$ cat src/rtl/n2_dta_pkg.sv
// Shared widths, fill-queue entry type and helpers for the D-cache tag array access controller.
package n2_dta_pkg;

  localparam int IDX_W       = 7;
  localparam int TAG_W       = 30;
  localparam int NWAYS       = 4;
  localparam int WAY_W       = 2;
  localparam int TAG_VLD_BIT = 29;
  localparam int PTAG_W      = TAG_VLD_BIT;

  typedef struct packed {
    logic [IDX_W-1:0] idx;
    logic [WAY_W-1:0] way;
    logic [TAG_W-1:0] tag;
  } dta_fill_t;

  typedef enum logic [1:0] {
    ARB_IDLE  = 2'd0,
    ARB_READ  = 2'd1,
    ARB_WRITE = 2'd2
  } arb_op_e;

  function automatic logic [2:0] popcnt_ways(input logic [NWAYS-1:0] v);
    logic [2:0] n;
    n = '0;
    for (int i = 0; i < NWAYS; i++) begin
      n = n + {2'b00, v[i]};
    end
    return n;
  endfunction

endpackage

$ cat src/rtl/n2_dta_access_ctl_if.sv
// Load-pipe, fill and tag-array signal bundle of the tag array access controller.
interface n2_dta_access_ctl_if;
  import n2_dta_pkg::*;

  logic              lookup_vld;
  logic [IDX_W-1:0]  lookup_idx;
  logic [PTAG_W-1:0] lookup_ptag;
  logic              lookup_rdy;

  logic              fill_vld;
  logic [IDX_W-1:0]  fill_idx;
  logic [WAY_W-1:0]  fill_way;
  logic [TAG_W-1:0]  fill_tag;
  logic              fill_rdy;

  logic [IDX_W-1:0]  dta_index0_x;
  logic [IDX_W-1:0]  dta_index1_x;
  logic              dta_index_sel_x;
  logic [WAY_W-1:0]  dta_wrway_x;
  logic              dta_rdreq_x;
  logic              dta_wrreq_x;
  logic [TAG_W-1:0]  dta_wrtag_x;
  logic              dta_clken;

  logic [TAG_W-1:0]  dta_rdtag_w0_y;
  logic [TAG_W-1:0]  dta_rdtag_w1_y;
  logic [TAG_W-1:0]  dta_rdtag_w2_y;
  logic [TAG_W-1:0]  dta_rdtag_w3_y;

  logic              hit_vld_m;
  logic [NWAYS-1:0]  hit_way_m;
  logic              hit_m;
  logic              multihit_err_m;

  // Requester side: load pipe, fill source and the tag array itself.
  modport master (
    output lookup_vld, lookup_idx, lookup_ptag,
    input  lookup_rdy,
    output fill_vld, fill_idx, fill_way, fill_tag,
    input  fill_rdy,
    input  dta_index0_x, dta_index1_x, dta_index_sel_x, dta_wrway_x,
    input  dta_rdreq_x, dta_wrreq_x, dta_wrtag_x, dta_clken,
    output dta_rdtag_w0_y, dta_rdtag_w1_y, dta_rdtag_w2_y, dta_rdtag_w3_y,
    input  hit_vld_m, hit_way_m, hit_m, multihit_err_m
  );

  modport slave (
    input  lookup_vld, lookup_idx, lookup_ptag,
    output lookup_rdy,
    input  fill_vld, fill_idx, fill_way, fill_tag,
    output fill_rdy,
    output dta_index0_x, dta_index1_x, dta_index_sel_x, dta_wrway_x,
    output dta_rdreq_x, dta_wrreq_x, dta_wrtag_x, dta_clken,
    input  dta_rdtag_w0_y, dta_rdtag_w1_y, dta_rdtag_w2_y, dta_rdtag_w3_y,
    output hit_vld_m, hit_way_m, hit_m, multihit_err_m
  );

endinterface

$ cat src/rtl/n2_dta_fillq.sv
// Small FIFO of pending tag writes; also reports which valid entries target a given set index.
module n2_dta_fillq
  import n2_dta_pkg::*;
#(
  parameter int DEPTH = 2
) (
  input  logic             clk,
  input  logic             srst,
  input  logic             push,
  input  dta_fill_t        push_data,
  input  logic             pop,
  input  logic [IDX_W-1:0] match_idx,
  output dta_fill_t        head,
  output logic             full,
  output logic             empty,
  output logic [DEPTH-1:0] idx_match
);

  localparam int PTR_W = (DEPTH > 1) ? $clog2(DEPTH) : 1;
  localparam int CNT_W = $clog2(DEPTH + 1);

  dta_fill_t        mem_q [DEPTH];
  logic [DEPTH-1:0] vld_q, vld_d;
  logic [PTR_W-1:0] wr_ptr_q, wr_ptr_d;
  logic [PTR_W-1:0] rd_ptr_q, rd_ptr_d;
  logic [CNT_W-1:0] cnt_q, cnt_d;
  logic             wr_en, rd_en;

  function automatic logic [PTR_W-1:0] ptr_inc(input logic [PTR_W-1:0] p);
    return (p == PTR_W'(DEPTH - 1)) ? '0 : p + 1'b1;
  endfunction

  assign full  = (cnt_q == CNT_W'(DEPTH));
  assign empty = (cnt_q == '0);
  assign head  = mem_q[rd_ptr_q];
  assign wr_en = push & ~full;
  assign rd_en = pop & ~empty;

  // Push and pop slots can only coincide when empty or full, where one of them is blocked.
  always_comb begin
    vld_d    = vld_q;
    wr_ptr_d = wr_ptr_q;
    rd_ptr_d = rd_ptr_q;
    if (wr_en) begin
      vld_d[wr_ptr_q] = 1'b1;
      wr_ptr_d        = ptr_inc(wr_ptr_q);
    end
    if (rd_en) begin
      vld_d[rd_ptr_q] = 1'b0;
      rd_ptr_d        = ptr_inc(rd_ptr_q);
    end
    cnt_d = cnt_q + CNT_W'(wr_en) - CNT_W'(rd_en);
  end

  always_ff @(posedge clk) begin
    if (srst) begin
      vld_q    <= '0;
      wr_ptr_q <= '0;
      rd_ptr_q <= '0;
      cnt_q    <= '0;
    end else begin
      vld_q    <= vld_d;
      wr_ptr_q <= wr_ptr_d;
      rd_ptr_q <= rd_ptr_d;
      cnt_q    <= cnt_d;
    end
  end

  always_ff @(posedge clk) begin
    if (wr_en) begin
      mem_q[wr_ptr_q] <= push_data;
    end
  end

  generate
    for (genvar gi = 0; gi < DEPTH; gi++) begin : g_match
      assign idx_match[gi] = vld_q[gi] & (mem_q[gi].idx == match_idx);
    end
  endgenerate

endmodule

$ cat src/rtl/n2_dta_access_ctl.sv
// Tag array access controller: lookup/fill arbitration, flopped array requests, staged 4-way compare.
module n2_dta_access_ctl
  import n2_dta_pkg::*;
#(
  parameter int FQ_DEPTH   = 2,
  parameter int STARVE_MAX = 8
) (
  input logic                l2clk,
  input logic                reset,
  n2_dta_access_ctl_if.slave bus
);

  localparam int STV_W = $clog2(STARVE_MAX + 1);

  dta_fill_t           fq_head, fq_wdata;
  logic                fq_full, fq_empty;
  logic [FQ_DEPTH-1:0] fq_idx_match;
  logic                hazard, force_wr, lookup_rdy_c;
  arb_op_e             op;

  logic [STV_W-1:0]  starve_q, starve_d;
  logic              rdreq_q, rdreq_d;
  logic              wrreq_q, wrreq_d;
  logic              clken_q, clken_d;
  logic [IDX_W-1:0]  index0_q, index0_d;
  logic [IDX_W-1:0]  index1_q, index1_d;
  logic [WAY_W-1:0]  wrway_q, wrway_d;
  logic [TAG_W-1:0]  wrtag_q, wrtag_d;
  logic [PTAG_W-1:0] ptag_x_q, ptag_x_d;
  logic              rd_y_q, rd_y_d;
  logic [PTAG_W-1:0] ptag_y_q, ptag_y_d;
  logic              hit_vld_q, hit_vld_d;
  logic [NWAYS-1:0]  hit_way_q, hit_way_d;
  logic              hit_q, hit_d;
  logic              multihit_q, multihit_d;

  logic [TAG_W-1:0]  rdtag_y [NWAYS];
  logic [NWAYS-1:0]  way_match;
  logic [2:0]        match_cnt;

  assign fq_wdata = '{idx: bus.fill_idx, way: bus.fill_way, tag: bus.fill_tag};

  n2_dta_fillq #(
    .DEPTH (FQ_DEPTH)
  ) u_fillq (
    .clk       (l2clk),
    .srst      (reset),
    .push      (bus.fill_vld),
    .push_data (fq_wdata),
    .pop       (op == ARB_WRITE),
    .match_idx (bus.lookup_idx),
    .head      (fq_head),
    .full      (fq_full),
    .empty     (fq_empty),
    .idx_match (fq_idx_match)
  );

  // Starve count is only non-zero with a non-empty queue, so a forced write always has a head.
  always_comb begin
    hazard       = |fq_idx_match;
    force_wr     = fq_full | (starve_q == STV_W'(STARVE_MAX));
    lookup_rdy_c = ~force_wr & ~hazard;
    op           = ARB_IDLE;
    if (bus.lookup_vld && lookup_rdy_c) begin
      op = ARB_READ;
    end else if (!fq_empty) begin
      op = ARB_WRITE;
    end

    starve_d = starve_q;
    if (op == ARB_WRITE || fq_empty) begin
      starve_d = '0;
    end else if (op == ARB_READ && starve_q != STV_W'(STARVE_MAX)) begin
      starve_d = starve_q + 1'b1;
    end
  end

  always_comb begin
    rdreq_d  = (op == ARB_READ);
    wrreq_d  = (op == ARB_WRITE);
    clken_d  = rdreq_d | wrreq_d;
    index0_d = rdreq_d ? bus.lookup_idx  : '0;
    ptag_x_d = rdreq_d ? bus.lookup_ptag : '0;
    index1_d = wrreq_d ? fq_head.idx     : '0;
    wrway_d  = wrreq_d ? fq_head.way     : '0;
    wrtag_d  = wrreq_d ? fq_head.tag     : '0;
    rd_y_d   = rdreq_q;
    ptag_y_d = ptag_x_q;
  end

  assign rdtag_y[0] = bus.dta_rdtag_w0_y;
  assign rdtag_y[1] = bus.dta_rdtag_w1_y;
  assign rdtag_y[2] = bus.dta_rdtag_w2_y;
  assign rdtag_y[3] = bus.dta_rdtag_w3_y;

  generate
    for (genvar gi = 0; gi < NWAYS; gi++) begin : g_cmp
      assign way_match[gi] = rdtag_y[gi][TAG_VLD_BIT] & (rdtag_y[gi][PTAG_W-1:0] == ptag_y_q);
    end
  endgenerate

  assign match_cnt = popcnt_ways(way_match);

  always_comb begin
    hit_vld_d  = rd_y_q;
    hit_way_d  = rd_y_q ? way_match : '0;
    hit_d      = rd_y_q & (match_cnt == 3'd1);
    multihit_d = rd_y_q & (match_cnt > 3'd1);
  end

  always_ff @(posedge l2clk) begin
    if (reset) begin
      starve_q   <= '0;
      rdreq_q    <= 1'b0;
      wrreq_q    <= 1'b0;
      clken_q    <= 1'b0;
      index0_q   <= '0;
      index1_q   <= '0;
      wrway_q    <= '0;
      wrtag_q    <= '0;
      ptag_x_q   <= '0;
      rd_y_q     <= 1'b0;
      ptag_y_q   <= '0;
      hit_vld_q  <= 1'b0;
      hit_way_q  <= '0;
      hit_q      <= 1'b0;
      multihit_q <= 1'b0;
    end else begin
      starve_q   <= starve_d;
      rdreq_q    <= rdreq_d;
      wrreq_q    <= wrreq_d;
      clken_q    <= clken_d;
      index0_q   <= index0_d;
      index1_q   <= index1_d;
      wrway_q    <= wrway_d;
      wrtag_q    <= wrtag_d;
      ptag_x_q   <= ptag_x_d;
      rd_y_q     <= rd_y_d;
      ptag_y_q   <= ptag_y_d;
      hit_vld_q  <= hit_vld_d;
      hit_way_q  <= hit_way_d;
      hit_q      <= hit_d;
      multihit_q <= multihit_d;
    end
  end

  assign bus.lookup_rdy      = lookup_rdy_c;
  assign bus.fill_rdy        = ~fq_full;
  assign bus.dta_index0_x    = index0_q;
  assign bus.dta_index1_x    = index1_q;
  assign bus.dta_index_sel_x = wrreq_q;
  assign bus.dta_wrway_x     = wrway_q;
  assign bus.dta_rdreq_x     = rdreq_q;
  assign bus.dta_wrreq_x     = wrreq_q;
  assign bus.dta_wrtag_x     = wrtag_q;
  assign bus.dta_clken       = clken_q;
  assign bus.hit_vld_m       = hit_vld_q;
  assign bus.hit_way_m       = hit_way_q;
  assign bus.hit_m           = hit_q;
  assign bus.multihit_err_m  = multihit_q;

endmodule

$ cat src/flat_wrapper.sv
// flat-port wrapper written by rule: the top's interface ports become plain ports
module n2_dta_access_ctl_flat import n2_dta_pkg::*;
#(
  parameter int FQ_DEPTH   = 2,
  parameter int STARVE_MAX = 8
)
  (l2clk, reset, bus_lookup_vld, bus_lookup_idx, bus_lookup_ptag, bus_lookup_rdy, bus_fill_vld, bus_fill_idx, bus_fill_way, bus_fill_tag, bus_fill_rdy, bus_dta_index0_x, bus_dta_index1_x, bus_dta_index_sel_x, bus_dta_wrway_x, bus_dta_rdreq_x, bus_dta_wrreq_x, bus_dta_wrtag_x, bus_dta_clken, bus_dta_rdtag_w0_y, bus_dta_rdtag_w1_y, bus_dta_rdtag_w2_y, bus_dta_rdtag_w3_y, bus_hit_vld_m, bus_hit_way_m, bus_hit_m, bus_multihit_err_m);
  n2_dta_access_ctl_if bus_i ();
  input logic l2clk;
  input logic reset;
  input wire logic [$bits(bus_i.lookup_vld)-1:0] bus_lookup_vld;
  input wire logic [$bits(bus_i.lookup_idx)-1:0] bus_lookup_idx;
  input wire logic [$bits(bus_i.lookup_ptag)-1:0] bus_lookup_ptag;
  output wire logic [$bits(bus_i.lookup_rdy)-1:0] bus_lookup_rdy;
  input wire logic [$bits(bus_i.fill_vld)-1:0] bus_fill_vld;
  input wire logic [$bits(bus_i.fill_idx)-1:0] bus_fill_idx;
  input wire logic [$bits(bus_i.fill_way)-1:0] bus_fill_way;
  input wire logic [$bits(bus_i.fill_tag)-1:0] bus_fill_tag;
  output wire logic [$bits(bus_i.fill_rdy)-1:0] bus_fill_rdy;
  output wire logic [$bits(bus_i.dta_index0_x)-1:0] bus_dta_index0_x;
  output wire logic [$bits(bus_i.dta_index1_x)-1:0] bus_dta_index1_x;
  output wire logic [$bits(bus_i.dta_index_sel_x)-1:0] bus_dta_index_sel_x;
  output wire logic [$bits(bus_i.dta_wrway_x)-1:0] bus_dta_wrway_x;
  output wire logic [$bits(bus_i.dta_rdreq_x)-1:0] bus_dta_rdreq_x;
  output wire logic [$bits(bus_i.dta_wrreq_x)-1:0] bus_dta_wrreq_x;
  output wire logic [$bits(bus_i.dta_wrtag_x)-1:0] bus_dta_wrtag_x;
  output wire logic [$bits(bus_i.dta_clken)-1:0] bus_dta_clken;
  input wire logic [$bits(bus_i.dta_rdtag_w0_y)-1:0] bus_dta_rdtag_w0_y;
  input wire logic [$bits(bus_i.dta_rdtag_w1_y)-1:0] bus_dta_rdtag_w1_y;
  input wire logic [$bits(bus_i.dta_rdtag_w2_y)-1:0] bus_dta_rdtag_w2_y;
  input wire logic [$bits(bus_i.dta_rdtag_w3_y)-1:0] bus_dta_rdtag_w3_y;
  output wire logic [$bits(bus_i.hit_vld_m)-1:0] bus_hit_vld_m;
  output wire logic [$bits(bus_i.hit_way_m)-1:0] bus_hit_way_m;
  output wire logic [$bits(bus_i.hit_m)-1:0] bus_hit_m;
  output wire logic [$bits(bus_i.multihit_err_m)-1:0] bus_multihit_err_m;
  assign bus_i.lookup_vld = bus_lookup_vld;
  assign bus_i.lookup_idx = bus_lookup_idx;
  assign bus_i.lookup_ptag = bus_lookup_ptag;
  assign bus_lookup_rdy = bus_i.lookup_rdy;
  assign bus_i.fill_vld = bus_fill_vld;
  assign bus_i.fill_idx = bus_fill_idx;
  assign bus_i.fill_way = bus_fill_way;
  assign bus_i.fill_tag = bus_fill_tag;
  assign bus_fill_rdy = bus_i.fill_rdy;
  assign bus_dta_index0_x = bus_i.dta_index0_x;
  assign bus_dta_index1_x = bus_i.dta_index1_x;
  assign bus_dta_index_sel_x = bus_i.dta_index_sel_x;
  assign bus_dta_wrway_x = bus_i.dta_wrway_x;
  assign bus_dta_rdreq_x = bus_i.dta_rdreq_x;
  assign bus_dta_wrreq_x = bus_i.dta_wrreq_x;
  assign bus_dta_wrtag_x = bus_i.dta_wrtag_x;
  assign bus_dta_clken = bus_i.dta_clken;
  assign bus_i.dta_rdtag_w0_y = bus_dta_rdtag_w0_y;
  assign bus_i.dta_rdtag_w1_y = bus_dta_rdtag_w1_y;
  assign bus_i.dta_rdtag_w2_y = bus_dta_rdtag_w2_y;
  assign bus_i.dta_rdtag_w3_y = bus_dta_rdtag_w3_y;
  assign bus_hit_vld_m = bus_i.hit_vld_m;
  assign bus_hit_way_m = bus_i.hit_way_m;
  assign bus_hit_m = bus_i.hit_m;
  assign bus_multihit_err_m = bus_i.multihit_err_m;
  n2_dta_access_ctl #(.FQ_DEPTH(FQ_DEPTH), .STARVE_MAX(STARVE_MAX)) u_core (.l2clk(l2clk), .reset(reset), .bus(bus_i));
endmodule
$ cat config.mk
export PLATFORM = sky130hd
export DESIGN_NAME = n2_dta_access_ctl_flat
export DESIGN_NICKNAME = d
export VERILOG_FILES = /design/src/rtl/n2_dta_pkg.sv /design/src/rtl/n2_dta_access_ctl_if.sv /design/src/rtl/n2_dta_fillq.sv /design/src/rtl/n2_dta_access_ctl.sv /design/src/flat_wrapper.sv
export SDC_FILE = /design/constraint.sdc
export NUM_CORES = 1
export LEC_CHECK = 0
export ABC_AREA = 0
export BUFFER_PORTS_ARGS = -buffer_cell sky130_fd_sc_hd__buf_2
export CAP_MARGIN = 20
export CORE_AREA = 5 5 165 167
export CTS_BUF_LIST = sky130_fd_sc_hd__clkbuf_8
export CTS_CLUSTER_SIZE = 24
export DETAILED_ROUTE_END_ITERATION = 6
export DIE_AREA = 0 0 170 172
export SYNTH_ARGS = -nofsm -noshare
export SYNTH_HDL_FRONTEND = slang
export SYNTH_SLANG_ARGS = --single-unit
export TNS_END_PERCENT = 10
$ cat constraint.sdc
create_clock -name l2clk -period 4 [get_ports l2clk]
set_input_delay 0.8 -clock l2clk [delete_from_list [all_inputs] [get_ports l2clk]]
set_output_delay 0.8 -clock l2clk [all_outputs]
set_load 0.1 [all_outputs]
==> report_table.html, run 1 <==
<table>
<tr><th>Metric</th><th>Value</th></tr>
<tr><th colspan="2">Synthesis</th></tr>
<tr><td>Synth top area cells</td><td>dfxtp_1 (32%), edfxtp_1 (30%), xnor2_1 (7.5%), xor2_1 (7.3%), mux2i_1 (5.0%)</td></tr>
<tr><td>EDFF count, synth</td><td>78</td></tr>
<tr><td>Number of distinct library cell variants in the gate-level netlist after synthesis</td><td>35</td></tr>
<tr><td>Syn_area_per_cell</td><td>12.6 um^2</td></tr>
<tr><td>Predominant post-synthesis flop cell</td><td>dfxtp_1</td></tr>
<tr><td>Synth Net Count</td><td>825</td></tr>
<tr><td>Synth Register Bits</td><td>203</td></tr>
<tr><td>Async set-or-reset flop fraction in the synthesized netlist</td><td>0%</td></tr>
<tr><td>Gate count after technology mapping</td><td>617</td></tr>
<tr><td>Top cells by instance count after synthesis</td><td>dfxtp_1 (125), edfxtp_1 (78), xnor2_1 (67), xor2_1 (65), nor2_1 (53)</td></tr>
<tr><td>Synth warnings</td><td>0</td></tr>
<tr><td>Cell type contributing the most total cell area after synthesis</td><td>dfxtp_1</td></tr>
<tr><td>Dominant cell by count in the synthesized netlist</td><td>dfxtp_1</td></tr>
<tr><td>Netlist Area Pre-Place</td><td>7770 um^2</td></tr>
<tr><td>Post-synthesis sequential area ratio</td><td>62.3%</td></tr>
<tr><td>Fraction of synthesized cell area taken by the top area cell type</td><td>32.2%</td></tr>
<tr><th colspan="2">Route</th></tr>
<tr><td>Average via count per standard cell</td><td>4.30</td></tr>
<tr><td>DRT Pass-1 Iters</td><td>4</td></tr>
<tr><td>Aggregate routed wire length</td><td>22.6 mm</td></tr>
<tr><td>Total number of vias</td><td>5417</td></tr>
<tr><td>Starting DRT DRC Count</td><td>173</td></tr>
<tr><td>Final routed wire length divided by cell count</td><td>17.9 um</td></tr>
<tr><td>Antenna viol nets, final</td><td>0</td></tr>
<tr><td>Number of design rule violations left after detail routing</td><td>0</td></tr>
<tr><th colspan="2">CTS</th></tr>
<tr><td>Count of hold-fix buffers inserted at cts</td><td>0</td></tr>
<tr><td>Num Clock Sinks</td><td>203</td></tr>
<tr><td>Deepest level of the CTS H-tree</td><td>2</td></tr>
<tr><td>Clock tree from TritonCTS</td><td>yes</td></tr>
<tr><td>Root Buffer</td><td>clkbuf_8</td></tr>
<tr><td>Quantity of gates resized following cts</td><td>0</td></tr>
<tr><td>Number of setup buffers added after CTS</td><td>0</td></tr>
<tr><td>Clk_lat worst skew</td><td>0.52 ns</td></tr>
<tr><td>Num CTS Buffers</td><td>34</td></tr>
<tr><td>Clk buf depth</td><td>3</td></tr>
<tr><td>Clock transition at the register clock pins on the worst setup and hold paths after CTS</td><td>0.05 ns</td></tr>
<tr><th colspan="2">Placement</th></tr>
<tr><td>Number of buffers inserted by port buffering</td><td>257</td></tr>
<tr><td>Routability Congestion</td><td>0.932</td></tr>
<tr><td>Sum of net half-perimeters after detailed placement</td><td>17.2 mm</td></tr>
<tr><td>Setup slack at placement</td><td>0.458 ns</td></tr>
<tr><th colspan="2">Floorplanning</th></tr>
<tr><td>Die outline height</td><td>172 um</td></tr>
<tr><td># IOs</td><td>258</td></tr>
<tr><td>Die outline area</td><td>29200 um^2</td></tr>
<tr><td>Area of the core</td><td>25600 um^2</td></tr>
<tr><td>Rows</td><td>59</td></tr>
<tr><td>Die X-Extent</td><td>170 um</td></tr>
<tr><td>Initial standard-cell utilization of the core</td><td>30.3%</td></tr>
<tr><th colspan="2">Pwr</th></tr>
<tr><td>Share of total power consumed by net switching</td><td>34.5%</td></tr>
<tr><td>Switch Pwr</td><td>1970 uW</td></tr>
<tr><td>Flop pwr share</td><td>45.0%</td></tr>
<tr><td>Power density over the cells</td><td>561 nW/um^2</td></tr>
<tr><td>Combinational group share of total power</td><td>24.2%</td></tr>
<tr><td>VDD IR-drop max</td><td>0.436 mV</td></tr>
<tr><td>Part of the power in the clock network</td><td>30.8%</td></tr>
<tr><td>Leakage</td><td>0.00440 uW</td></tr>
<tr><td>Internal power summed over all cells</td><td>3730 uW</td></tr>
<tr><th colspan="2">Worst setup path</th></tr>
<tr><td>Worst path max stage delay</td><td>0.53 ns</td></tr>
<tr><td>Crit end category</td><td>flip-flop</td></tr>
<tr><td>Most frequent cell on the critical path</td><td>ha_1</td></tr>
<tr><td>Top delay family on crit path</td><td>simple AND/OR/NAND/NOR gates</td></tr>
<tr><td>Element type at the critical path start</td><td>flip-flop</td></tr>
<tr><td>Worst-path cell with the longest stage delay</td><td>dfxtp_1</td></tr>
<tr><td>Critical path buffers and inverters</td><td>1</td></tr>
<tr><td>Crit path required time</td><td>4.42 ns</td></tr>
<tr><td>Endpoint arrival time on the critical path</td><td>3.59 ns</td></tr>
<tr><td>Type of the worst setup path</td><td>reg -&gt; reg</td></tr>
<tr><td>Critical path fanouts, max</td><td>3</td></tr>
<tr><td>Worst-path cell chain</td><td>xnor2_1 -&gt; nand4_1 -&gt; or4_1 -&gt; a2111oi_2 -&gt; ha_1 -&gt; inv_1 -&gt; fa_1 -&gt; ha_1 -&gt; nor3_1 -&gt; nor2b_1</td></tr>
<tr><td>Crit Reg-Reg Startpoint</td><td>u_core.ptag_y_q[9]$_SDFF_PP0_</td></tr>
<tr><td>Crit. Startpoint</td><td>u_core.ptag_y_q[9]$_SDFF_PP0_</td></tr>
<tr><th colspan="2">Timing</th></tr>
<tr><td>Highest attainable clock frequency</td><td>0.315 GHz</td></tr>
<tr><td>Final total negative setup slack</td><td>0 ns</td></tr>
<tr><td>Final setup fails</td><td>0</td></tr>
<tr><td>RSZ-0062 raised after global routing</td><td>false</td></tr>
<tr><td>Worst-case headroom to the max-slew limit</td><td>33.5%</td></tr>
<tr><td>Least setup slack across all paths after layout</td><td>0.829 ns</td></tr>
<tr><td>Final clock skew</td><td>0.0341 ns</td></tr>
<tr><td>Slew at the pin closest to its max-slew limit</td><td>0.998 ns</td></tr>
<tr><td>Count of final max-slew check failures</td><td>0</td></tr>
<tr><td>Fraction of the cycle the final worst path needs</td><td>79.3%</td></tr>
<tr><td>Number of failing hold endpoints at the final stage</td><td>0</td></tr>
<tr><td>Final critical path time including I/O delays and setup</td><td>3.17 ns</td></tr>
<tr><th colspan="2">Global routing</th></tr>
<tr><td>Largest net degree at the start of global routing</td><td>41</td></tr>
<tr><td>Total routing resource utilization after global routing</td><td>14.8%</td></tr>
<tr><td>Wire length of the first global-routing pass</td><td>33.0 mm</td></tr>
<tr><td>Initial antenna violation count</td><td>3</td></tr>
<tr><td>Vias in the first global route</td><td>5789</td></tr>
<tr><td>Global-route congestion overflow total</td><td>0</td></tr>
<tr><th colspan="2">Layout</th></tr>
<tr><td>Ratio of cells with drive above 1 in the final layout</td><td>35.0%</td></tr>
<tr><td>Layout overhead on the synthesized area</td><td>30.7%</td></tr>
<tr><td>NumNets Final</td><td>1107</td></tr>
<tr><th colspan="2">Run status</th></tr>
<tr><td>Result of the run</td><td>complete, no violations</td></tr>
<tr><th colspan="2">Hold path</th></tr>
<tr><td>Worst min-delay path category</td><td>reg -&gt; reg</td></tr>
<tr><td>Launch instance of the worst min-delay path</td><td>u_core.ptag_x_q[5]$_SDFF_PP0_</td></tr>
<tr><th colspan="2">Run</th></tr>
<tr><td>Max-cap violations</td><td>0</td></tr>
</table>
==> cell type report <==
cell class                 instances  area (um^2)
clock inverter                    20         97.6
clock buffer                      41          564
tap                              335          419
sequential                       203         4850
inverter                          15         56.3
fill                            2543        15500
multi-input combinational        379         2820
timing repair buffer             266         1350
antenna                            1         2.50
==> per-stage QoR <==
stage	util, %	hold WS, ns	area [um^2]	instances	power, uW
3_3_place_gp	37.1	0.424	9500	1198	3990
4_1_cts	39.7	0.424	10200	1259	5810
6_report	39.7	0.434	10200	1260	5690
5_1_grt	39.7	0.437	10200	1259	6000
3_5_place_dp	37.1	0.425	9500	1198	4000
2_1_floorplan	-	0.414	7770	617	3620
==> registers in the layout (all words and copies together) (netlist names) <==
| name | cells |
|---|---|
| u_core.starve_q | 4 |
| u_core.u_fillq.rd_ptr_q | 1 |
| u_core.u_fillq.wr_ptr_q | 1 |
| u_core.u_fillq.vld_q | 2 |
| u_core.ptag_x_q | 29 |
| u_core.bus.hit_vld_m | 1 |
| u_core.u_fillq.mem_q | 78 |
| u_core.bus.dta_index_sel_x | 1 |
| u_core.bus.dta_wrway_x | 2 |
| u_core.bus.hit_m | 1 |
| u_core.bus.dta_rdreq_x | 1 |
| u_core.bus.dta_index0_x | 7 |
| u_core.bus.hit_way_m | 4 |
| u_core.bus.dta_index1_x | 7 |
| u_core.bus.multihit_err_m | 1 |
| u_core.ptag_y_q | 29 |
| u_core.bus.dta_wrtag_x | 30 |
| u_core.u_fillq.cnt_q | 2 |
| u_core.hit_vld_d | 1 |
| u_core.bus.dta_clken | 1 |
==> kinds of logic (layout without fill, tap and decap cells) <==
group,count (synthesis),count (layout),share of synthesized area (%)
XOR/XNOR,132,132,14.9
other,0,1,0
buffers and inverters,35,342,1.77
flip-flops,203,203,62.3
AO/OA/AOI/OAI,14,14,1.46
adder cells (fa/ha/maj),9,9,1.55
AND/OR/NAND/NOR,185,185,13.0
multiplexers,39,39,5.02
==> routing by layer <==
| layer | GRT usage, % | vias to the layer above | share of wire [%] |
|---|---|---|---|
| li1 | - | 2659 | - |
| met1 | 16.4 | 2433 | 39 |
| met2 | 25.7 | 264 | 47 |
| met3 | 5.49 | 55 | 10 |
| met4 | 6.22 | 6 | 4.0 |
| met5 | 0 | - | 0.15 |
==> power by group through the flow <==
stage                     logic (uW)  registers, uW  clock network, uW
final                           1380           2560               1760
after global placement          1390           2600                  0
after global routing            1470           2590               1940
after floorplan                  521           3100                  0
after detailed placement        1400           2600                  0
after CTS                       1400           2570               1840
==> layout by cell type (no fill, tap or decap), types with 4 or more instances in the layout <==
master and count:
nor2_1 52, dfxtp_1 124, and2_1 38, xor2_1 65, clkbuf_8 41, xnor2_1 67, mux2i_1 39, edfxtp_1 78
nor2b_1 32, inv_1 26, nor4_1 19, and3_1 4, ha_1 8, clkinv_2 4, buf_4 9, buf_2 257
nand4_1 19, nand2_1 5
==> final timing paths <==
kind | slack, ns | depth (start not counted) | to
worst min-delay path | 0.43 | 1 | u_core.ptag_y_q[5]$_SDFF_PP0_
worst min register to register | 0.43 | 1 | u_core.ptag_y_q[5]$_SDFF_PP0_
worst max register to register | 0.83 | 10 | u_core.bus.hit_m$_SDFF_PP0_
worst max-delay path | 0.83 | 10 | u_core.bus.hit_m$_SDFF_PP0_
(Power assumes the default switching activity.)
==> inputs of run 2 (changes only) <==
==> constraint.sdc (replaced) <==
create_clock -name l2clk -period 2.9 [get_ports l2clk]
set_input_delay 0.58 -clock l2clk [delete_from_list [all_inputs] [get_ports l2clk]]
set_output_delay 0.58 -clock l2clk [all_outputs]
set_load 0.1 [all_outputs]
==> run 2 against run 1 <==
Effect of this change: sequential cell count unchanged; register-to-register slack got worse by 0.82 ns; count of clock-buffer cells in the layout decreased by 2; wire length increased by 2.5%; setup slack got worse by 0.82 ns; hold slack got worse by 0.17 ns; largest cell class unchanged; largest power group unchanged; highest routed layer unchanged.
==> report_table.html, run 2 (synthesis gave the netlist of run 1 again) <==
<table>
<tr><th>Metric</th><th>Value</th></tr>
<tr><th colspan="2">CTS</th></tr>
<tr><td>Num CTS Buffers</td><td>36</td></tr>
<tr><td>Root Buffer</td><td>clkbuf_8</td></tr>
<tr><td>Count of hold-fix buffers inserted at cts</td><td>0</td></tr>
<tr><td>Deepest level of the CTS H-tree</td><td>2</td></tr>
<tr><td>Clk buf depth</td><td>3</td></tr>
<tr><td>Clk_lat worst skew</td><td>0.50 ns</td></tr>
<tr><td>Clock transition at the register clock pins on the worst setup and hold paths after CTS</td><td>0.06 ns</td></tr>
<tr><td>Num Clock Sinks</td><td>203</td></tr>
<tr><td>Clock tree from TritonCTS</td><td>yes</td></tr>
<tr><th colspan="2">Floorplanning</th></tr>
<tr><td>Rows</td><td>59</td></tr>
<tr><td>Die outline height</td><td>172 um</td></tr>
<tr><td># IOs</td><td>258</td></tr>
<tr><td>Initial standard-cell utilization of the core</td><td>30.3%</td></tr>
<tr><td>Area of the core</td><td>25600 um^2</td></tr>
<tr><td>Die X-Extent</td><td>170 um</td></tr>
<tr><td>Die outline area</td><td>29200 um^2</td></tr>
<tr><th colspan="2">Timing</th></tr>
<tr><td>Final setup fails</td><td>0</td></tr>
<tr><td>Number of failing hold endpoints at the final stage</td><td>0</td></tr>
<tr><td>Highest attainable clock frequency</td><td>0.346 GHz</td></tr>
<tr><td>RSZ-0062 raised after global routing</td><td>true</td></tr>
<tr><td>Least setup slack across all paths after layout</td><td>0.00992 ns</td></tr>
<tr><td>Slew at the pin closest to its max-slew limit</td><td>0.722 ns</td></tr>
<tr><td>Worst-case headroom to the max-slew limit</td><td>51.5%</td></tr>
<tr><td>Final critical path time including I/O delays and setup</td><td>2.89 ns</td></tr>
<tr><td>Final total negative setup slack</td><td>0 ns</td></tr>
<tr><td>Final clock skew</td><td>0.0273 ns</td></tr>
<tr><td>Count of final max-slew check failures</td><td>0</td></tr>
<tr><td>Fraction of the cycle the final worst path needs</td><td>99.7%</td></tr>
<tr><td>Final worst hold slack</td><td>0.265 ns</td></tr>
<tr><th colspan="2">Global routing</th></tr>
<tr><td>Global-route congestion overflow total</td><td>0</td></tr>
<tr><td>Total routing resource utilization after global routing</td><td>15.4%</td></tr>
<tr><td>Largest net degree at the start of global routing</td><td>41</td></tr>
<tr><td>Vias in the first global route</td><td>5993</td></tr>
<tr><td>Wire length of the first global-routing pass</td><td>34.3 mm</td></tr>
<tr><td>Initial antenna violation count</td><td>3</td></tr>
<tr><th colspan="2">Pwr</th></tr>
<tr><td>VDD IR-drop max</td><td>0.591 mV</td></tr>
<tr><td>Leakage</td><td>0.00467 uW</td></tr>
<tr><td>Power density over the cells</td><td>757 nW/um^2</td></tr>
<tr><td>Overall power consumption</td><td>8140 uW</td></tr>
<tr><th colspan="2">Placement</th></tr>
<tr><td>Setup slack at placement</td><td>-0.395 ns</td></tr>
<tr><td>Number of buffers inserted by port buffering</td><td>257</td></tr>
<tr><td>Routability Congestion</td><td>0.888</td></tr>
<tr><td>Sum of net half-perimeters after detailed placement</td><td>17.8 mm</td></tr>
<tr><th colspan="2">Route</th></tr>
<tr><td>Starting DRT DRC Count</td><td>198</td></tr>
<tr><td>Final routed wire length divided by cell count</td><td>17.8 um</td></tr>
<tr><td>Aggregate routed wire length</td><td>23.1 mm</td></tr>
<tr><td>Number of design rule violations left after detail routing</td><td>0</td></tr>
<tr><td>DRT Pass-1 Iters</td><td>4</td></tr>
<tr><td>Average via count per standard cell</td><td>4.26</td></tr>
<tr><td>Total number of vias</td><td>5550</td></tr>
<tr><td>Antenna viol nets, final</td><td>0</td></tr>
<tr><th colspan="2">Layout</th></tr>
<tr><td>Leading cell type in the layout, fill and taps excluded</td><td>buf_2</td></tr>
<tr><td>Commonest cells after routing, fill and taps aside</td><td>buf_2 (257), dfxtp_1 (111), edfxtp_1 (78)</td></tr>
<tr><td>Ratio of cells with drive above 1 in the final layout</td><td>40.9%</td></tr>
<tr><td>Number of flip-flops under the largest register name</td><td>78</td></tr>
<tr><td>NumNets Final</td><td>1148</td></tr>
<tr><td>Layout overhead on the synthesized area</td><td>38.2%</td></tr>
<tr><td>Register with the most flip-flops</td><td>u_core.u_fillq.mem_q</td></tr>
<tr><td>Number of filler instances in the final layout</td><td>2505</td></tr>
<tr><th colspan="2">Worst setup path</th></tr>
<tr><td>Type of the worst setup path</td><td>reg -&gt; reg</td></tr>
<tr><td>Element type at the critical path start</td><td>flip-flop</td></tr>
<tr><td>Endpoint arrival time on the critical path</td><td>3.31 ns</td></tr>
<tr><td>Crit end category</td><td>flip-flop</td></tr>
<tr><td>Crit path required time</td><td>3.32 ns</td></tr>
<tr><td>Critical path fanouts, max</td><td>3</td></tr>
<tr><th colspan="2">Hold path</th></tr>
<tr><td>Worst min-delay path category</td><td>in -&gt; reg</td></tr>
<tr><th colspan="2">Run status</th></tr>
<tr><td>Result of the run</td><td>complete, no violations</td></tr>
<tr><th colspan="2">Run</th></tr>
<tr><td>Max-cap violations</td><td>0</td></tr>
</table>
## run 2: cell types whose count changed in the layout (fill, tap and decap cells not counted), sizes merged
| cell | change |
|---|---|
| clkinv | +1 |
| buf | +39 |
| bufinv | +3 |
| clkbuf | -2 |
| diode | +1 |
## run 2: cell type report
class,count,area (um^2),area share (%)
Sequential cell,203,4870,45.4
Multi-Input combinational cell,379,2970,27.7
Timing Repair Buffer,305,1690,15.7
Clock buffer,39,537,5.00
Tap cell,335,419,3.90
Clock inverter,24,186,1.74
Inverter,15,58.8,0.547
Antenna cell,2,5.00,0.0466
## run 2: metal layers
metal  wire length, um  GRT usage, %  up-vias  part of all wire (%)
met1              8870          17.2     2492                    38
met3              2490          6.06       49                    11
li1                  -             -     2739                     -
met2             10900          26.6      264                    47
met4               810          5.63        6                   3.5
met5                28             0        -                  0.12
## run 2: worst paths after layout
check / startpoint / to / slack [ns] / cells after the start
worst max register to register: u_core.ptag_y_q[2]$_SDFF_PP0_ / u_core.bus.hit_m$_SDFF_PP0_ / 0.01 / 13
worst max-delay path: u_core.ptag_y_q[2]$_SDFF_PP0_ / u_core.bus.hit_m$_SDFF_PP0_ / 0.01 / 13
worst min-delay path: bus_fill_tag[8] / u_core.u_fillq.mem_q[0][8]$_DFFE_PP_ / 0.26 / 1
worst min register to register: u_core.ptag_x_q[12]$_SDFF_PP0_ / u_core.ptag_y_q[12]$_SDFF_PP0_ / 0.43 / 1
## run 2: per-stage QoR
stage / cell area, um^2 / util (%) / std cells
3_3_place_gp: 9850 / 38.4 / 1236
3_5_place_dp: 9850 / 38.4 / 1236
2_1_floorplan: 7780 / - / 617
5_1_grt: 10700 / 41.9 / 1300
4_1_cts: 10600 / 41.4 / 1299
6_report: 10700 / 41.9 / 1302
## run 2: what timing repair did
item | CTS | global route
pin swaps | 2 | 22
setup buffers | 0 | 3
gates resized for setup | 8 | 37
endpoints found under the setup margin | 2 | 2
## run 2: worst max-delay path, cell delays in order (launching register included)
cell and delay (ns):
dfxtp_4 0.39, xor2_4 0.17, nor4_4 0.30, buf_4 0.16, nand4_1 0.15, a2111oi_4 0.38
ha_1 0.30, inv_2 0.07, fa_2 0.24, buf_6 0.12, inv_4 0.03, ha_4 0.15
nor3_4 0.20, nor2b_4 0.17
## run 2: power by group
part           internal, uW  total (uW)  switching (uW)
combinational           566        2050            1480
sequential             3330        3460             125
clock                  1510        2630            1120
total                  5410        8140            2720
==> inputs of run 3 (changes only) <==
--- a/config.mk
+++ b/config.mk
@@ -10,9 +10,9 @@
 export CAP_MARGIN = 20
 export CORE_AREA = 5 5 165 167
 export CTS_BUF_LIST = sky130_fd_sc_hd__clkbuf_8
-export CTS_CLUSTER_SIZE = 24
 export DETAILED_ROUTE_END_ITERATION = 6
 export DIE_AREA = 0 0 170 172
+export MAX_ROUTING_LAYER = met4
 export SYNTH_ARGS = -nofsm -noshare
 export SYNTH_HDL_FRONTEND = slang
 export SYNTH_SLANG_ARGS = --single-unit
==> constraint.sdc (replaced) <==
create_clock -name l2clk -period 2.33 [get_ports l2clk]
set_input_delay 0.466 -clock l2clk [delete_from_list [all_inputs] [get_ports l2clk]]
set_output_delay 0.466 -clock l2clk [all_outputs]
set_load 0.1 [all_outputs]
==> run 3 against run 2 <==
Effect of this change: the run now ends with negative setup slack left; wire length grew 3.2%; fmax grew 3.5%; first-iteration DRC count grew 5.1%; sequential power grew 25%; global-route usage grew 0.89 points; clock skew shrank 0.011 ns; hold slack lost 0.11 ns; power grew 22%; non-clock buffer count grew 5; setup slack lost 0.47 ns; count of clock-buffer cells in the layout grew 4; die area is the same; largest cell class unchanged.
==> report_table.html, run 3 (synthesis gave the netlist of run 1 again) <==
<table>
<tr><th>Metric</th><th>Value</th></tr>
<tr><th colspan="2">Route</th></tr>
<tr><td>Antenna viol nets, final</td><td>0</td></tr>
<tr><td>Starting DRT DRC Count</td><td>208</td></tr>
<tr><td>Final routed wire length divided by cell count</td><td>18.2 um</td></tr>
<tr><td>Total number of vias</td><td>5628</td></tr>
<tr><td>Aggregate routed wire length</td><td>23.9 mm</td></tr>
<tr><td>Average via count per standard cell</td><td>4.30</td></tr>
<tr><td>Number of design rule violations left after detail routing</td><td>0</td></tr>
<tr><td>DRT Pass-1 Iters</td><td>4</td></tr>
<tr><th colspan="2">Worst setup path</th></tr>
<tr><td>Worst-path cell chain</td><td>xor2_1 -&gt; nor4_1 -&gt; buf_4 -&gt; nand4_1 -&gt; a2111oi_4 -&gt; ha_1 -&gt; inv_2 -&gt; fa_2 -&gt; nor3_4 -&gt; nor2b_1</td></tr>
<tr><td>Crit end category</td><td>flip-flop</td></tr>
<tr><td>Reg2Reg Setup Slack</td><td>-0.46 ns</td></tr>
<tr><td>Type of the worst setup path</td><td>reg -&gt; reg</td></tr>
<tr><td>Depth of the worst register-to-register path</td><td>10</td></tr>
<tr><td>Crit. Startpoint</td><td>u_core.ptag_y_q[8]$_SDFF_PP0_</td></tr>
<tr><td>Critical path fanouts, max</td><td>3</td></tr>
<tr><td>Destination of the critical timing path</td><td>u_core.bus.hit_m$_SDFF_PP0_</td></tr>
<tr><td>Element type at the critical path start</td><td>flip-flop</td></tr>
<tr><td>Crit Reg-Reg Startpoint</td><td>u_core.ptag_y_q[8]$_SDFF_PP0_</td></tr>
<tr><td>Worst-path cell with the longest stage delay</td><td>fa_2</td></tr>
<tr><td>Crit path required time</td><td>2.75 ns</td></tr>
<tr><td>Worst path max stage delay</td><td>0.47 ns</td></tr>
<tr><td>Path length in cells of the critical path</td><td>10</td></tr>
<tr><td>Worst r2r dst</td><td>u_core.bus.hit_m$_SDFF_PP0_</td></tr>
<tr><td>Top delay family on crit path</td><td>simple AND/OR/NAND/NOR gates</td></tr>
<tr><td>Endpoint arrival time on the critical path</td><td>3.22 ns</td></tr>
<tr><td>Critical path buffers and inverters</td><td>2</td></tr>
<tr><th colspan="2">CTS</th></tr>
<tr><td>Clk buf depth</td><td>3</td></tr>
<tr><td>Count of hold-fix buffers inserted at cts</td><td>0</td></tr>
<tr><td>Deepest level of the CTS H-tree</td><td>2</td></tr>
<tr><td>Num Clock Sinks</td><td>203</td></tr>
<tr><td>Clk_lat worst skew</td><td>0.50 ns</td></tr>
<tr><td>Num CTS Buffers</td><td>35</td></tr>
<tr><td>Root Buffer</td><td>clkbuf_8</td></tr>
<tr><td>Clock transition at the register clock pins on the worst setup and hold paths after CTS</td><td>0.06 ns</td></tr>
<tr><td>Clock tree from TritonCTS</td><td>yes</td></tr>
<tr><th colspan="2">Global routing</th></tr>
<tr><td>Wire length of the first global-routing pass</td><td>34.9 mm</td></tr>
<tr><td>Initial antenna violation count</td><td>6</td></tr>
<tr><td>Global-route congestion overflow total</td><td>0</td></tr>
<tr><td>Largest net degree at the start of global routing</td><td>41</td></tr>
<tr><td>Total routing resource utilization after global routing</td><td>16.2%</td></tr>
<tr><td>Vias in the first global route</td><td>6061</td></tr>
<tr><th colspan="2">Floorplanning</th></tr>
<tr><td>Initial standard-cell utilization of the core</td><td>30.3%</td></tr>
<tr><td>Die outline area</td><td>29200 um^2</td></tr>
<tr><td># IOs</td><td>258</td></tr>
<tr><td>Die X-Extent</td><td>170 um</td></tr>
<tr><td>Die outline height</td><td>172 um</td></tr>
<tr><td>Rows</td><td>59</td></tr>
<tr><td>Area of the core</td><td>25600 um^2</td></tr>
<tr><th colspan="2">Timing</th></tr>
<tr><td>Least setup slack across all paths after layout</td><td>-0.462 ns</td></tr>
<tr><td>Highest attainable clock frequency</td><td>0.358 GHz</td></tr>
<tr><td>Final setup fails</td><td>3</td></tr>
<tr><td>Count of final max-slew check failures</td><td>0</td></tr>
<tr><td>RSZ-0062 raised after global routing</td><td>true</td></tr>
<tr><td>Final critical path time including I/O delays and setup</td><td>2.79 ns</td></tr>
<tr><td>Number of failing hold endpoints at the final stage</td><td>0</td></tr>
<tr><td>Fraction of the cycle the final worst path needs</td><td>120%</td></tr>
<tr><td>Final clock skew</td><td>0.0167 ns</td></tr>
<tr><td>Slew at the pin closest to its max-slew limit</td><td>0.531 ns</td></tr>
<tr><td>Worst-case headroom to the max-slew limit</td><td>64.9%</td></tr>
<tr><th colspan="2">Pwr</th></tr>
<tr><td>Switch Pwr</td><td>3340 uW</td></tr>
<tr><td>Leakage</td><td>0.00471 uW</td></tr>
<tr><td>Part of the power in the clock network</td><td>30.2%</td></tr>
<tr><td>Share of total power consumed by net switching</td><td>33.8%</td></tr>
<tr><td>Internal power summed over all cells</td><td>6550 uW</td></tr>
<tr><td>Combinational group share of total power</td><td>25.9%</td></tr>
<tr><td>VDD IR-drop max</td><td>0.755 mV</td></tr>
<tr><td>Flop pwr share</td><td>43.9%</td></tr>
<tr><td>Power density over the cells</td><td>922 nW/um^2</td></tr>
<tr><th colspan="2">Layout</th></tr>
<tr><td>Number of flip-flops under the largest register name</td><td>78</td></tr>
<tr><td>Commonest cells after routing, fill and taps aside</td><td>buf_2 (256), dfxtp_1 (115), edfxtp_1 (78)</td></tr>
<tr><td>NumNets Final</td><td>1152</td></tr>
<tr><td>Finished Layout Cells</td><td>1308</td></tr>
<tr><td>Register with the most flip-flops</td><td>u_core.u_fillq.mem_q</td></tr>
<tr><td>Number of filler instances in the final layout</td><td>2472</td></tr>
<tr><td>Finished layout cell area</td><td>10700 um^2</td></tr>
<tr><td>Layout overhead on the synthesized area</td><td>38.1%</td></tr>
<tr><td>Ratio of cells with drive above 1 in the final layout</td><td>40.3%</td></tr>
<tr><td>Leading cell type in the layout, fill and taps excluded</td><td>buf_2</td></tr>
<tr><th colspan="2">Placement</th></tr>
<tr><td>Cell total after placement</td><td>1242</td></tr>
<tr><td>Sum of net half-perimeters after detailed placement</td><td>18.8 mm</td></tr>
<tr><td>Routability Congestion</td><td>0.954</td></tr>
<tr><td>Placed Instance Area</td><td>9960 um^2</td></tr>
<tr><td>Number of buffers inserted by port buffering</td><td>257</td></tr>
<tr><th colspan="2">Run status</th></tr>
<tr><td>Result of the run</td><td>finished, violations left</td></tr>
<tr><td>Failing checks</td><td>negative setup slack</td></tr>
<tr><th colspan="2">Hold path</th></tr>
<tr><td>Worst min-delay path category</td><td>in -&gt; reg</td></tr>
<tr><th colspan="2">Run</th></tr>
<tr><td>Max-cap violations</td><td>0</td></tr>
</table>
## run 3: changes by cell type in the layout (fill, tap and decap cells not counted), sizes merged
| cell | delta |
|---|---|
| buf | +5 |
| clkbuf | +4 |
| diode | +4 |
| bufinv | -3 |
| clkinv | -3 |
| inv | -1 |
## run 3: worst min-delay path by stage
stage	from	to	slack [ns]	cells after the start
6_report	bus_fill_tag[12]	u_core.u_fillq.mem_q[1][12]$_DFFE_PP_	0.16	1
5_1_grt	bus_fill_tag[19]	u_core.u_fillq.mem_q[0][19]$_DFFE_PP_	0.10	1
4_1_cts	bus_fill_tag[19]	u_core.u_fillq.mem_q[0][19]$_DFFE_PP_	0.11	1
3_5_place_dp	u_core.ptag_x_q[10]$_SDFF_PP0_	u_core.ptag_y_q[10]$_SDFF_PP0_	0.42	1
3_3_place_gp	u_core.ptag_x_q[6]$_SDFF_PP0_	u_core.ptag_y_q[6]$_SDFF_PP0_	0.42	1
2_1_floorplan	u_core.ptag_x_q[0]$_SDFF_PP0_	u_core.ptag_y_q[0]$_SDFF_PP0_	0.41	1
## run 3: timing repair
action	in CTS	in global routing
buffers inserted	0	0
gates resized for setup	21	4
endpoints found under the hold margin	0	0
pin swaps	11	2
gates cloned	0	0
endpoints found under the setup margin	3	4
## run 3: cell type report
cell class	count	area, um^2	area share [%]
Multi-Input combinational cell	379	2930	27.3
Clock inverter	17	73.8	0.688
Antenna cell	6	15.0	0.140
Inverter	15	56.3	0.524
Timing Repair Buffer	310	1790	16.7
Sequential cell	203	4860	45.2
Clock buffer	43	592	5.51
Tap cell	335	419	3.90
## run 3: per-layer routing
layer / vias up / global-route usage, % / wire length, um
met1: 2565 / 18.0 / 9270
met3: 45 / 5.92 / 2550
li1: 2756 / - / -
met5: - / - / 0
met2: 262 / 27.3 / 11200
met4: 0 / 5.59 / 805
## run 3: power groups by stage
stage / Clock, uW / Combinational (uW) / Sequential (uW)
3_3_place_gp: 0 / 2560 / 4410
2_1_floorplan: 0 / 903 / 5320
6_report: 2990 / 2560 / 4340
3_5_place_dp: 0 / 2570 / 4410
5_1_grt: 3300 / 2730 / 4390
4_1_cts: 3130 / 2600 / 4350
## run 3: through the flow
step,hold WS [ns],setup TNS [ns],power (uW),util [%],setup slack (ns)
6_report,0.159,-0.888,9900,41.9,-0.462
5_1_grt,0.104,-1.24,10400,41.9,-0.556
4_1_cts,0.111,-0.877,10100,41.8,-0.447
3_5_place_dp,0.420,-1.44,6980,38.9,-0.731
3_3_place_gp,0.417,-1.29,6970,38.9,-0.652
2_1_floorplan,0.414,-0.957,6230,-,-0.259
